File: src/rtl/sata_oob_controller_if.sv
// sata_oob_controller_if: phy-side OOB/dword signals and link-layer status of the SATA OOB controller.
interface sata_oob_controller_if;
   logic        i_en;
   logic        i_pll_detect;
   logic        i_reset_done;
   logic        i_dcm_locked;
   logic        i_rx_cominit;
   logic        i_rx_comwake;
   logic        i_rx_elec_idle;
   logic [31:0] i_rx_data;
   logic        i_rx_char_is_k;
   logic        o_tx_comm_start;
   logic        o_tx_comm_type;
   logic        o_tx_elec_idle;
   logic [31:0] o_tx_data;
   logic        o_tx_char_is_k;
   logic        o_link_up;
   logic [3:0]  o_state;
   logic [7:0]  o_retry_count;
   logic        o_link_fail;
   modport master (
      input  i_en, i_pll_detect, i_reset_done, i_dcm_locked, i_rx_cominit, i_rx_comwake,
             i_rx_elec_idle, i_rx_data, i_rx_char_is_k,
      output o_tx_comm_start, o_tx_comm_type, o_tx_elec_idle, o_tx_data, o_tx_char_is_k,
             o_link_up, o_state, o_retry_count, o_link_fail
   );
   modport slave (
      output i_en, i_pll_detect, i_reset_done, i_dcm_locked, i_rx_cominit, i_rx_comwake,
             i_rx_elec_idle, i_rx_data, i_rx_char_is_k,
      input  o_tx_comm_start, o_tx_comm_type, o_tx_elec_idle, o_tx_data, o_tx_char_is_k,
             o_link_up, o_state, o_retry_count, o_link_fail
   );
endinterface

File: src/rtl/sata_oob_controller.sv
// sata_oob_controller: host-side SATA OOB sequencer (COMRESET/COMWAKE/ALIGN) reporting link-up.
// Define SATA_OOB_RETRY_LIMIT_EN to give up in FAIL after MAX_RETRY unanswered COMRESETs.
module sata_oob_controller #(
   parameter int BURST_CYCLES  = 512,
   parameter int RESP_TIMEOUT  = 66000,
   parameter int ALIGN_TIMEOUT = 66000,
   parameter int NONALIGN_CNT  = 3
`ifdef SATA_OOB_RETRY_LIMIT_EN
   , parameter int MAX_RETRY   = 8
`endif
) (
   input logic clk,
   input logic rst_n,
   sata_oob_controller_if.master bus
);
   localparam logic [3:0] IDLE = 4'd0, COMRESET = 4'd1, WAIT_COMINIT = 4'd2, COMWAKE = 4'd3,
                          WAIT_COMWAKE = 4'd4, WAIT_NOCOMWAKE = 4'd5, WAIT_ALIGN = 4'd6,
                          SEND_ALIGN = 4'd7, READY = 4'd8, FAIL = 4'd9;
   localparam logic [31:0] D10_2 = 32'h4A4A4A4A, ALIGN = 32'h7B4A4ABC;
   logic [3:0] state, seq, nxt;
   logic [19:0] cnt;
   logic en_q, abort, rx_align, late, ent, burst_done, resp_to, align_to;
   always_comb begin
      abort = !bus.i_en || !bus.i_pll_detect;
      rx_align = bus.i_rx_char_is_k && bus.i_rx_data == ALIGN;
      late = state >= COMWAKE && state <= READY;
      burst_done = cnt == 20'(BURST_CYCLES - 1);
      resp_to = cnt == 20'(RESP_TIMEOUT - 1);
      align_to = cnt == 20'(ALIGN_TIMEOUT - 1);
      seq = state;
      case (state)
         IDLE:           seq = (bus.i_en && bus.i_pll_detect && bus.i_reset_done && bus.i_dcm_locked) ? COMRESET : IDLE;
         COMRESET:       seq = burst_done ? WAIT_COMINIT : COMRESET;
         WAIT_COMINIT:   seq = bus.i_rx_cominit ? COMWAKE : resp_to ? COMRESET : WAIT_COMINIT;
         COMWAKE:        seq = burst_done ? WAIT_COMWAKE : COMWAKE;
         WAIT_COMWAKE:   seq = bus.i_rx_comwake ? WAIT_NOCOMWAKE : resp_to ? COMRESET : WAIT_COMWAKE;
         WAIT_NOCOMWAKE: seq = bus.i_rx_elec_idle ? WAIT_NOCOMWAKE : WAIT_ALIGN;
         WAIT_ALIGN:     seq = rx_align ? SEND_ALIGN : align_to ? COMRESET : WAIT_ALIGN;
         SEND_ALIGN:     seq = (!rx_align && cnt == 20'(NONALIGN_CNT - 1)) ? READY : SEND_ALIGN;
         READY:          seq = READY;
         FAIL:           seq = (bus.i_en && !en_q) ? IDLE : FAIL;
         default:        seq = IDLE;
      endcase
      // an unsolicited device COMINIT restarts the wake handshake from any later state
      if (late && bus.i_rx_cominit) seq = COMWAKE;
      if (abort && state != IDLE && state != FAIL) seq = IDLE;
      nxt = seq;
`ifdef SATA_OOB_RETRY_LIMIT_EN
      if (seq == COMRESET && state != COMRESET && bus.o_retry_count == 8'(MAX_RETRY)) nxt = FAIL;
`endif
      ent = nxt != state;
   end
   assign bus.o_state = state;
   always_ff @(posedge clk or negedge rst_n) begin
      if (!rst_n) begin
         state <= IDLE;
         cnt <= '0;
         en_q <= 1'b0;
         bus.o_tx_comm_start <= 1'b0;
         bus.o_tx_comm_type <= 1'b0;
         bus.o_tx_elec_idle <= 1'b1;
         bus.o_tx_data <= '0;
         bus.o_tx_char_is_k <= 1'b0;
         bus.o_link_up <= 1'b0;
         bus.o_retry_count <= '0;
`ifdef SATA_OOB_RETRY_LIMIT_EN
         bus.o_link_fail <= 1'b0;
`endif
      end else begin
         state <= nxt;
         en_q <= bus.i_en;
         // in SEND_ALIGN the counter tracks consecutive non-ALIGN dwords instead of time
         cnt <= (ent || (state == SEND_ALIGN && rx_align)) ? '0 : cnt + 20'd1;
         bus.o_tx_comm_start <= ent && (nxt == COMRESET || nxt == COMWAKE);
         bus.o_tx_comm_type <= nxt == COMWAKE;
         bus.o_tx_elec_idle <= !(nxt == WAIT_ALIGN || nxt == SEND_ALIGN || nxt == READY);
         bus.o_tx_data <= nxt == WAIT_ALIGN ? D10_2 : (nxt == SEND_ALIGN || nxt == READY) ? ALIGN : '0;
         bus.o_tx_char_is_k <= nxt == SEND_ALIGN || nxt == READY;
         bus.o_link_up <= nxt == READY;
         bus.o_retry_count <= (nxt == IDLE || nxt == READY) ? '0 :
                              (ent && nxt == COMRESET && bus.o_retry_count != 8'hFF) ? bus.o_retry_count + 8'd1 :
                              bus.o_retry_count;
`ifdef SATA_OOB_RETRY_LIMIT_EN
         bus.o_link_fail <= nxt == FAIL;
`endif
      end
   end
`ifndef SATA_OOB_RETRY_LIMIT_EN
   assign bus.o_link_fail = 1'b0;
`endif
endmodule
File: src/flat_wrapper.sv
// flat-port wrapper written by rule: the top's interface ports become plain ports
module sata_oob_controller_flat 
#(
   parameter int BURST_CYCLES  = 512,
   parameter int RESP_TIMEOUT  = 66000,
   parameter int ALIGN_TIMEOUT = 66000,
   parameter int NONALIGN_CNT  = 3

)
  (clk, rst_n, bus_i_en, bus_i_pll_detect, bus_i_reset_done, bus_i_dcm_locked, bus_i_rx_cominit, bus_i_rx_comwake, bus_i_rx_elec_idle, bus_i_rx_data, bus_i_rx_char_is_k, bus_o_tx_comm_start, bus_o_tx_comm_type, bus_o_tx_elec_idle, bus_o_tx_data, bus_o_tx_char_is_k, bus_o_link_up, bus_o_state, bus_o_retry_count, bus_o_link_fail);
  sata_oob_controller_if bus_i ();
  input logic clk;
  input logic rst_n;
  input wire logic [$bits(bus_i.i_en)-1:0] bus_i_en;
  input wire logic [$bits(bus_i.i_pll_detect)-1:0] bus_i_pll_detect;
  input wire logic [$bits(bus_i.i_reset_done)-1:0] bus_i_reset_done;
  input wire logic [$bits(bus_i.i_dcm_locked)-1:0] bus_i_dcm_locked;
  input wire logic [$bits(bus_i.i_rx_cominit)-1:0] bus_i_rx_cominit;
  input wire logic [$bits(bus_i.i_rx_comwake)-1:0] bus_i_rx_comwake;
  input wire logic [$bits(bus_i.i_rx_elec_idle)-1:0] bus_i_rx_elec_idle;
  input wire logic [$bits(bus_i.i_rx_data)-1:0] bus_i_rx_data;
  input wire logic [$bits(bus_i.i_rx_char_is_k)-1:0] bus_i_rx_char_is_k;
  output wire logic [$bits(bus_i.o_tx_comm_start)-1:0] bus_o_tx_comm_start;
  output wire logic [$bits(bus_i.o_tx_comm_type)-1:0] bus_o_tx_comm_type;
  output wire logic [$bits(bus_i.o_tx_elec_idle)-1:0] bus_o_tx_elec_idle;
  output wire logic [$bits(bus_i.o_tx_data)-1:0] bus_o_tx_data;
  output wire logic [$bits(bus_i.o_tx_char_is_k)-1:0] bus_o_tx_char_is_k;
  output wire logic [$bits(bus_i.o_link_up)-1:0] bus_o_link_up;
  output wire logic [$bits(bus_i.o_state)-1:0] bus_o_state;
  output wire logic [$bits(bus_i.o_retry_count)-1:0] bus_o_retry_count;
  output wire logic [$bits(bus_i.o_link_fail)-1:0] bus_o_link_fail;
  assign bus_i.i_en = bus_i_en;
  assign bus_i.i_pll_detect = bus_i_pll_detect;
  assign bus_i.i_reset_done = bus_i_reset_done;
  assign bus_i.i_dcm_locked = bus_i_dcm_locked;
  assign bus_i.i_rx_cominit = bus_i_rx_cominit;
  assign bus_i.i_rx_comwake = bus_i_rx_comwake;
  assign bus_i.i_rx_elec_idle = bus_i_rx_elec_idle;
  assign bus_i.i_rx_data = bus_i_rx_data;
  assign bus_i.i_rx_char_is_k = bus_i_rx_char_is_k;
  assign bus_o_tx_comm_start = bus_i.o_tx_comm_start;
  assign bus_o_tx_comm_type = bus_i.o_tx_comm_type;
  assign bus_o_tx_elec_idle = bus_i.o_tx_elec_idle;
  assign bus_o_tx_data = bus_i.o_tx_data;
  assign bus_o_tx_char_is_k = bus_i.o_tx_char_is_k;
  assign bus_o_link_up = bus_i.o_link_up;
  assign bus_o_state = bus_i.o_state;
  assign bus_o_retry_count = bus_i.o_retry_count;
  assign bus_o_link_fail = bus_i.o_link_fail;
  sata_oob_controller #(.BURST_CYCLES(BURST_CYCLES), .RESP_TIMEOUT(RESP_TIMEOUT), .ALIGN_TIMEOUT(ALIGN_TIMEOUT), .NONALIGN_CNT(NONALIGN_CNT)) u_core (.clk(clk), .rst_n(rst_n), .bus(bus_i));
endmodule
File: config.mk
export PLATFORM = sky130hd
export DESIGN_NAME = sata_oob_controller_flat
export DESIGN_NICKNAME = d
export VERILOG_FILES = /design/src/rtl/sata_oob_controller_if.sv /design/src/rtl/sata_oob_controller.sv /design/src/flat_wrapper.sv
export SDC_FILE = /design/constraint.sdc
export NUM_CORES = 1
export LEC_CHECK = 0
export ABC_AREA = 1
export BUFFER_PORTS_ARGS = -buffer_cell sky130_fd_sc_hd__buf_2
export CAP_MARGIN = 10
export CORE_MARGIN = 1
export CORE_UTILIZATION = 55
export CTS_CLUSTER_DIAMETER = 30
export DETAILED_ROUTE_END_ITERATION = 8
export PLACE_DENSITY = 0.86
export SYNTH_ARGS = -nofsm -noshare
export SYNTH_HDL_FRONTEND = slang
export SYNTH_SLANG_ARGS = --single-unit
export TNS_END_PERCENT = 30
File: constraint.sdc
create_clock -name clk -period 3.3 [get_ports clk]
set_input_delay 0.495 -clock clk [delete_from_list [all_inputs] [get_ports clk]]
set_output_delay 0.495 -clock clk [all_outputs]
set_load 0.01 [all_outputs]
* Word level (Yosys, flattened, before mapping)
Index checks and enable logic that the tools add are counted.
Word-level totals: register bits 70, bits of input ports 42, output and inout port bits 50, logic and storage cells 85
Operators by class: add/subtract/negate cells 2, magnitude comparators 2, eq/ne operators 21, muxes and demuxes 20, reductions and logical operators 30
Operators by type and width (count):
- case mux 4 bit (10 select lines) | 1
- equality test 32 x 31 -> 1 bit (second input constant) | 1
- 2-to-1 mux 32 bit | 1
- 2-to-1 mux 31 bit | 1
- 2-to-1 mux 4 bit | 7
- equality test 4 x 3 -> 1 bit (second input constant) | 6
- adder 20 x 1 -> 20 bit (second input constant) | 1
- equality test 20 x 17 -> 1 bit (second input constant) | 1
- equality test 20 x 2 -> 1 bit (second input constant) | 1
- equality test 20 x 9 -> 1 bit (second input constant) | 1
- 2-to-1 mux 20 bit | 1
- 2-to-1 mux 8 bit | 2
- logical AND 1 bit | 14
- equality test 4 x 2 -> 1 bit (second input constant) | 3
- equality test 4 bit (second input constant) | 3
- 2-to-1 mux 3 bit | 3
- adder 8 x 1 -> 8 bit (second input constant) | 1
- equality test 4 x 1 -> 1 bit (second input constant) | 2
- logical NOT 4 bit | 2
- inequality test 8 bit (second input constant) | 1
- logical OR 1 bit | 7
- 2-to-1 mux 2 bit | 3
- logical NOT 1 bit | 5
- greater-or-equal comparator 4 x 2 -> 1 bit (second input constant) | 1
- 6 further kinds | 6

* Depth between registers and ports, before layout
depth in word-level cells 13, depth in mapped cells 18, gate-level depth less buffers 18

* Worst setup path before layout
Ideal clock, no wire load.
path type register to register, from register u_core.cnt[0], to register u_core.bus.o_retry_count[0] in the netlist's numbering, library setup time 118 ps, arrival 1952 ps, required time 3182 ps, slack 1230 ps, cell stages (with the launch flop) 15, buffers on the path 0, clock period less this slack 2070 ps, cells stage by stage dfrtp_1 > ha_1 > nand3_2 > nor2_2 > nand3b_1 > a21oi_1 > nand2_1 > nor2_1 > nand3_2 > a21oi_1 > nor2_4 > nand2_4 > nand2_4 > nand3_1 > nand2_1
Between the ends: cells in the longest elaborated chain, start to end 10, elaborated cells between the ends (all ways) 25, those cells by class 6 x eq/ne; 13 x mux; 6 x reduce/logical
Ends and longest elaborated chain:
- start: declaration | RTL line sata_oob_controller.sv:21 | logic [19:0] cnt;
- start signal: assignment | RTL line sata_oob_controller.sv:73 | cnt <= (ent || (state == SEND_ALIGN && rx_align)) ? '0 : cnt + 20'd1;
- equality test 20 x 17 -> 1 bit / equality test 20 x 2 -> 1 bit (equally long branches) | RTL line sata_oob_controller.sv:28, sata_oob_controller.sv:29, sata_oob_controller.sv:39
- 2-to-1 mux 3 bit, or another cell as far along | RTL line sata_oob_controller.sv:38 | WAIT_ALIGN: seq = rx_align ? SEND_ALIGN : align_to ? COMRESET : WAIT_ALIGN;
- 2-to-1 mux 4 bit, on equally long branches
- case mux 4 bit (10 select lines) * | RTL line sata_oob_controller.sv:31 | case (state)
- 2-to-1 mux 4 bit * | RTL line sata_oob_controller.sv:45 | if (late && bus.i_rx_cominit) seq = COMWAKE;
- 2-to-1 mux 4 bit * | RTL line sata_oob_controller.sv:46 | if (abort && state != IDLE && state != FAIL) seq = IDLE;
- inequality test 4 bit / equality test 4 x 1 -> 1 bit (equally long branches) | RTL line sata_oob_controller.sv:51, sata_oob_controller.sv:81
- logical AND 1 bit (2 in series) | RTL line sata_oob_controller.sv:81 | (ent && nxt == COMRESET && bus.o_retry_count != 8'hFF) ? bus.o_retry_count + 8'd1 :
- nonzero test 2 bit (no source line)
- end signal: assignment | RTL line sata_oob_controller.sv:80 | bus.o_retry_count <= (nxt == IDLE || nxt == READY) ? '0 :
- end: declaration | RTL line sata_oob_controller_if.sv:25 | o_link_up, o_state, o_retry_count, o_link_fail
Every way passes the cells marked *; elsewhere a longest branch is shown, timed or not. A chain may end at the register's enable or synchronous reset.

* Final worst setup path
from register u_core.cnt[0], to register u_core.cnt[14]
Between the ends: cells in the longest elaborated chain, start to end 9, elaborated cells between the ends (all ways) 20, those cells by class 1 x add/sub; 4 x eq/ne; 13 x mux; 2 x reduce/logical
Ends and longest elaborated chain:
- equality test 20 x 17 -> 1 bit / equality test 20 x 2 -> 1 bit (equally long branches) | RTL line sata_oob_controller.sv:28, sata_oob_controller.sv:29, sata_oob_controller.sv:39
- 2-to-1 mux 3 bit, or another cell as far along | RTL line sata_oob_controller.sv:38
- 2-to-1 mux 4 bit, on equally long branches
- case mux 4 bit (10 select lines) | RTL line sata_oob_controller.sv:31
- 2-to-1 mux 4 bit | RTL line sata_oob_controller.sv:45
- 2-to-1 mux 4 bit | RTL line sata_oob_controller.sv:46
- inequality test 4 bit | RTL line sata_oob_controller.sv:51 | ent = nxt != state;
- logical OR 1 bit | RTL line sata_oob_controller.sv:73
- 2-to-1 mux 20 bit * | RTL line sata_oob_controller.sv:73
Marked as above.

==> metrics.txt <==
Initial Util=58.9%; Post-Syn Instances=385; slowest stage cell, crit path=nand3_2; CP max stage delay=0.45 ns; Synth area leader=dfrtp_1; DIE WIDTH=74.1 um; RSZ-0062 raised after global routing=false; most prevalent standard cell on the critical path=nand3_2; Area Growth Syn to Fin=14.3%; simple-gate share of the synthesized area=between 30% and 40%; Worst Hold Class=in -> async; Final min period=around 2.7 ns; synthesized cell area=0.00286 mm^2; CTS Hold Bufs=0; first-pass GRT wire length=9.82 mm; mux cell area share after synthesis=0%; Max Clock Skew=0.0123 ns; XOR/XNOR share of the synthesized area=4.60%; DPL Wire Length=4.76 mm; Slew @ Worst Pin=0.881 ns; Placement Cell Area=0.00313 mm^2; outcome=finished, final reports clean; GRT overflow=0; DR vias=2577; peak supply drop=between 0.3 and 0.4 mV; Netlist cell types=34; fmax=around 0.36 GHz; Routed WL=slightly above 6 mm; number of max-cap violations=0; # Post-CTS Setup Buffers=0; Diodes inserted=0; I/O Buffers=77; CP max FO=20; Yosys top cell area share=between 30% and 40%; pre-CTS setup slack=0.539 ns; number of global-route vias before repair=2371; Residual DRC=0; Syn. warnings=0; Seq cells post-synth=41; fin crit share=83.1%; number of synthesized flops with an enable pin=0; Antenna Nets Post-Route=0; GR Util All Layers=approximately 23%; Final Hold Viols=0; std cell rows=25; Arr. time, crit path=between 2 and 3 ns; Worst slew margin=41.3%; Synth Area in Adders=around 1.3%; drt wl/cell=between 10 and 15 um; root buffer cell=clkbuf_8; largest net degree at the start of global routing=42; clk buf depth=2; Skew-Pair Late Insertion Delay=0.30 ns; core area=between 0.004 and 0.005 mm^2; proportion of layout cells with a drive suffix above 1=between 20% and 30%; Metal-1 WL=2.56 mm; final setup fails=0; I/O pins=92; 1st-pass router iterations=4; largest family of logic cells by synthesized area=simple AND/OR/NAND/NOR gates; final worst setup slack=0.557 ns; Vert. Die Dim=74.1 um; sequential area share after synthesis=36.0%; highest routed layer=met4; gpl congestion=between 0.9 and 1; post-synthesis average cell area=about 7.4 um^2; post-CTS resize count=0; CP Capture Type=flop; leakage=about 0.0018 uW; Synth async-reset ratio=100%; top cells by area, synth=dfrtp_1, nand2_1, buf_4, nor2_1, nand3_1; DRC marker count from the first detailed-route iteration=between 200 and 250; Final Slew Violations=0; PwrDens=535 mW/mm^2; WL met2=3.11 mm; Critical Path RT=3.50 ns; Synth Area in Compound Gates=4.07%; initial antenna violation count=0; clock slew at reported path FFs=0.08 ns; post-route cell area=0.00326 mm^2; Die Footprint=0.00549 mm^2; Worst setup SP type=flop; Setup TNS Final=0 ns; cts bufs inserted=5; critical path cell sequence=ha_1 > nand3_2 > nor2_2 > nand3b_1 > a21oi_1 > nand2_1 > nor2_1 > nand3_2 > nand3_2 > nand2_1 > nor2_4 > nand3_2 > nor3_2; Final Net Count=495; vias per std cell=4.97; Post-synth top flop=dfrtp_1; CTS H-tree depth=2; Post-Route Utilization=67.3%; kind of critical path=reg -> reg; CTS tree=built; met3 WL=between 300 and 400 um; CTS sink count=41
[state kept, by name, summed over array words and instances (netlist names)]
register and cells:
u_core.en_q 1, u_core.bus.o_state 4, u_core.bus.o_tx_char_is_k 1, u_core.bus.o_tx_comm_start 1, u_core.bus.o_tx_comm_type 1, u_core.bus.o_link_up 1
u_core.bus.o_retry_count 8, u_core.bus.o_tx_elec_idle 1, u_core.bus.o_tx_data 3, u_core.cnt 20
[cells in the mapped netlist (6+ instances only)]
| cell type | number |
|---|---|
| dfrtp_1 | 40 |
| xor2_1 | 12 |
| inv_1 | 39 |
| nand4_1 | 9 |
| buf_4 | 30 |
| nand3b_1 | 7 |
| o21ai_0 | 6 |
| inv_2 | 6 |
| nor2_2 | 17 |
| nand3_1 | 36 |
| a21oi_1 | 8 |
| nand2_1 | 81 |
| nor2_1 | 52 |
| nand3_2 | 6 |
[per-layer routing]
metal  vias to the layer above  GRT usage, %
li1                       1304             -
met1                      1157          28.0
met2                       106          41.1
met3                        10          4.07
met4                         0          8.33
met5                         -             0
[per-stage QoR]
stage / cells / hold slack (ns) / total power (uW)
2_1_floorplan: 398 / 0.199 / 1150
3_3_place_gp: 510 / 0.476 / 1240
3_5_place_dp: 510 / 0.489 / 1260
4_1_cts: 518 / 0.319 / 1750
5_1_grt: 518 / 0.326 / 1850
6_report: 518 / 0.307 / 1750
[worst max-delay path, delay by kind of cell (launching register included)]
| family | cells | cell delay [ns] |
|---|---|---|
| AOI/OAI and AO/OA | 1 | 0.14 |
| adders and majority gates | 1 | 0.22 |
| DFF | 1 | 0.40 |
| and+or+nand+nor | 11 | 1.89 |
[path summary, 6_finish.rpt]
path	from	slack, ns	depth (start not counted)	end
setup / recovery	u_core.cnt[0]	0.56	13	u_core.cnt[14]
hold / removal	rst_n	0.31	1	u_core.bus.o_retry_count[1]
setup reg to reg	u_core.cnt[0]	0.56	13	u_core.cnt[14]
hold reg to reg	u_core.cnt[0]	0.50	1	u_core.cnt[0]
max in group asynchronous	rst_n	2.43	1	u_core.cnt[10]
min in group clk	bus_i_en	0.32	1	u_core.en_q
[layout make-up]
| cell class | instances | area, um^2 |
|---|---|---|
| clock buffer | 5 | 68.8 |
| clock inverter | 3 | 68.8 |
| fill | 388 | 1580 |
| inverter | 45 | 169 |
| multi-input combinational | 280 | 1460 |
| sequential | 41 | 1030 |
| tap | 67 | 83.8 |
| timing repair buffer | 77 | 385 |
[logic make-up after synthesis]
group / Yosys count
and+or+nand+nor: 228
adders and majority gates: 3
other: 1
AOI/OAI and AO/OA: 20
buffers and inverters: 77
DFF: 41
xor gates and xnor gates: 15
[layout by cell type (no fill, tap or decap), types with 2 or more instances in the layout]
master     Yosys  routed
nand2_2        3       3
inv_2          6       6
nor2_2        17      17
nand2_1       81      81
dfrtp_1       40      40
nand2_4        2       2
nand4_1        9       9
nor2_4         2       2
ha_1           3       3
xnor2_1        3       3
inv_1         39      39
nand3_2        6       6
nand3_1       36      36
nor3_1         4       4
nor2_1        52      52
o21ai_0        6       6
buf_2          0      77
clkbuf_8       0       5
a21oi_1        8       8
o21bai_1       2       2
bufinv_16      0       2
xor2_1        12      12
nand3b_1       7       7
nor3_2         4       4
conb_1         1      14
[report_power, final]
group	total, uW	switching (uW)	internal, uW
clock	491	187	305
combinational	665	490	175
sequential	589	47.1	542
(Power assumes the default switching activity.)
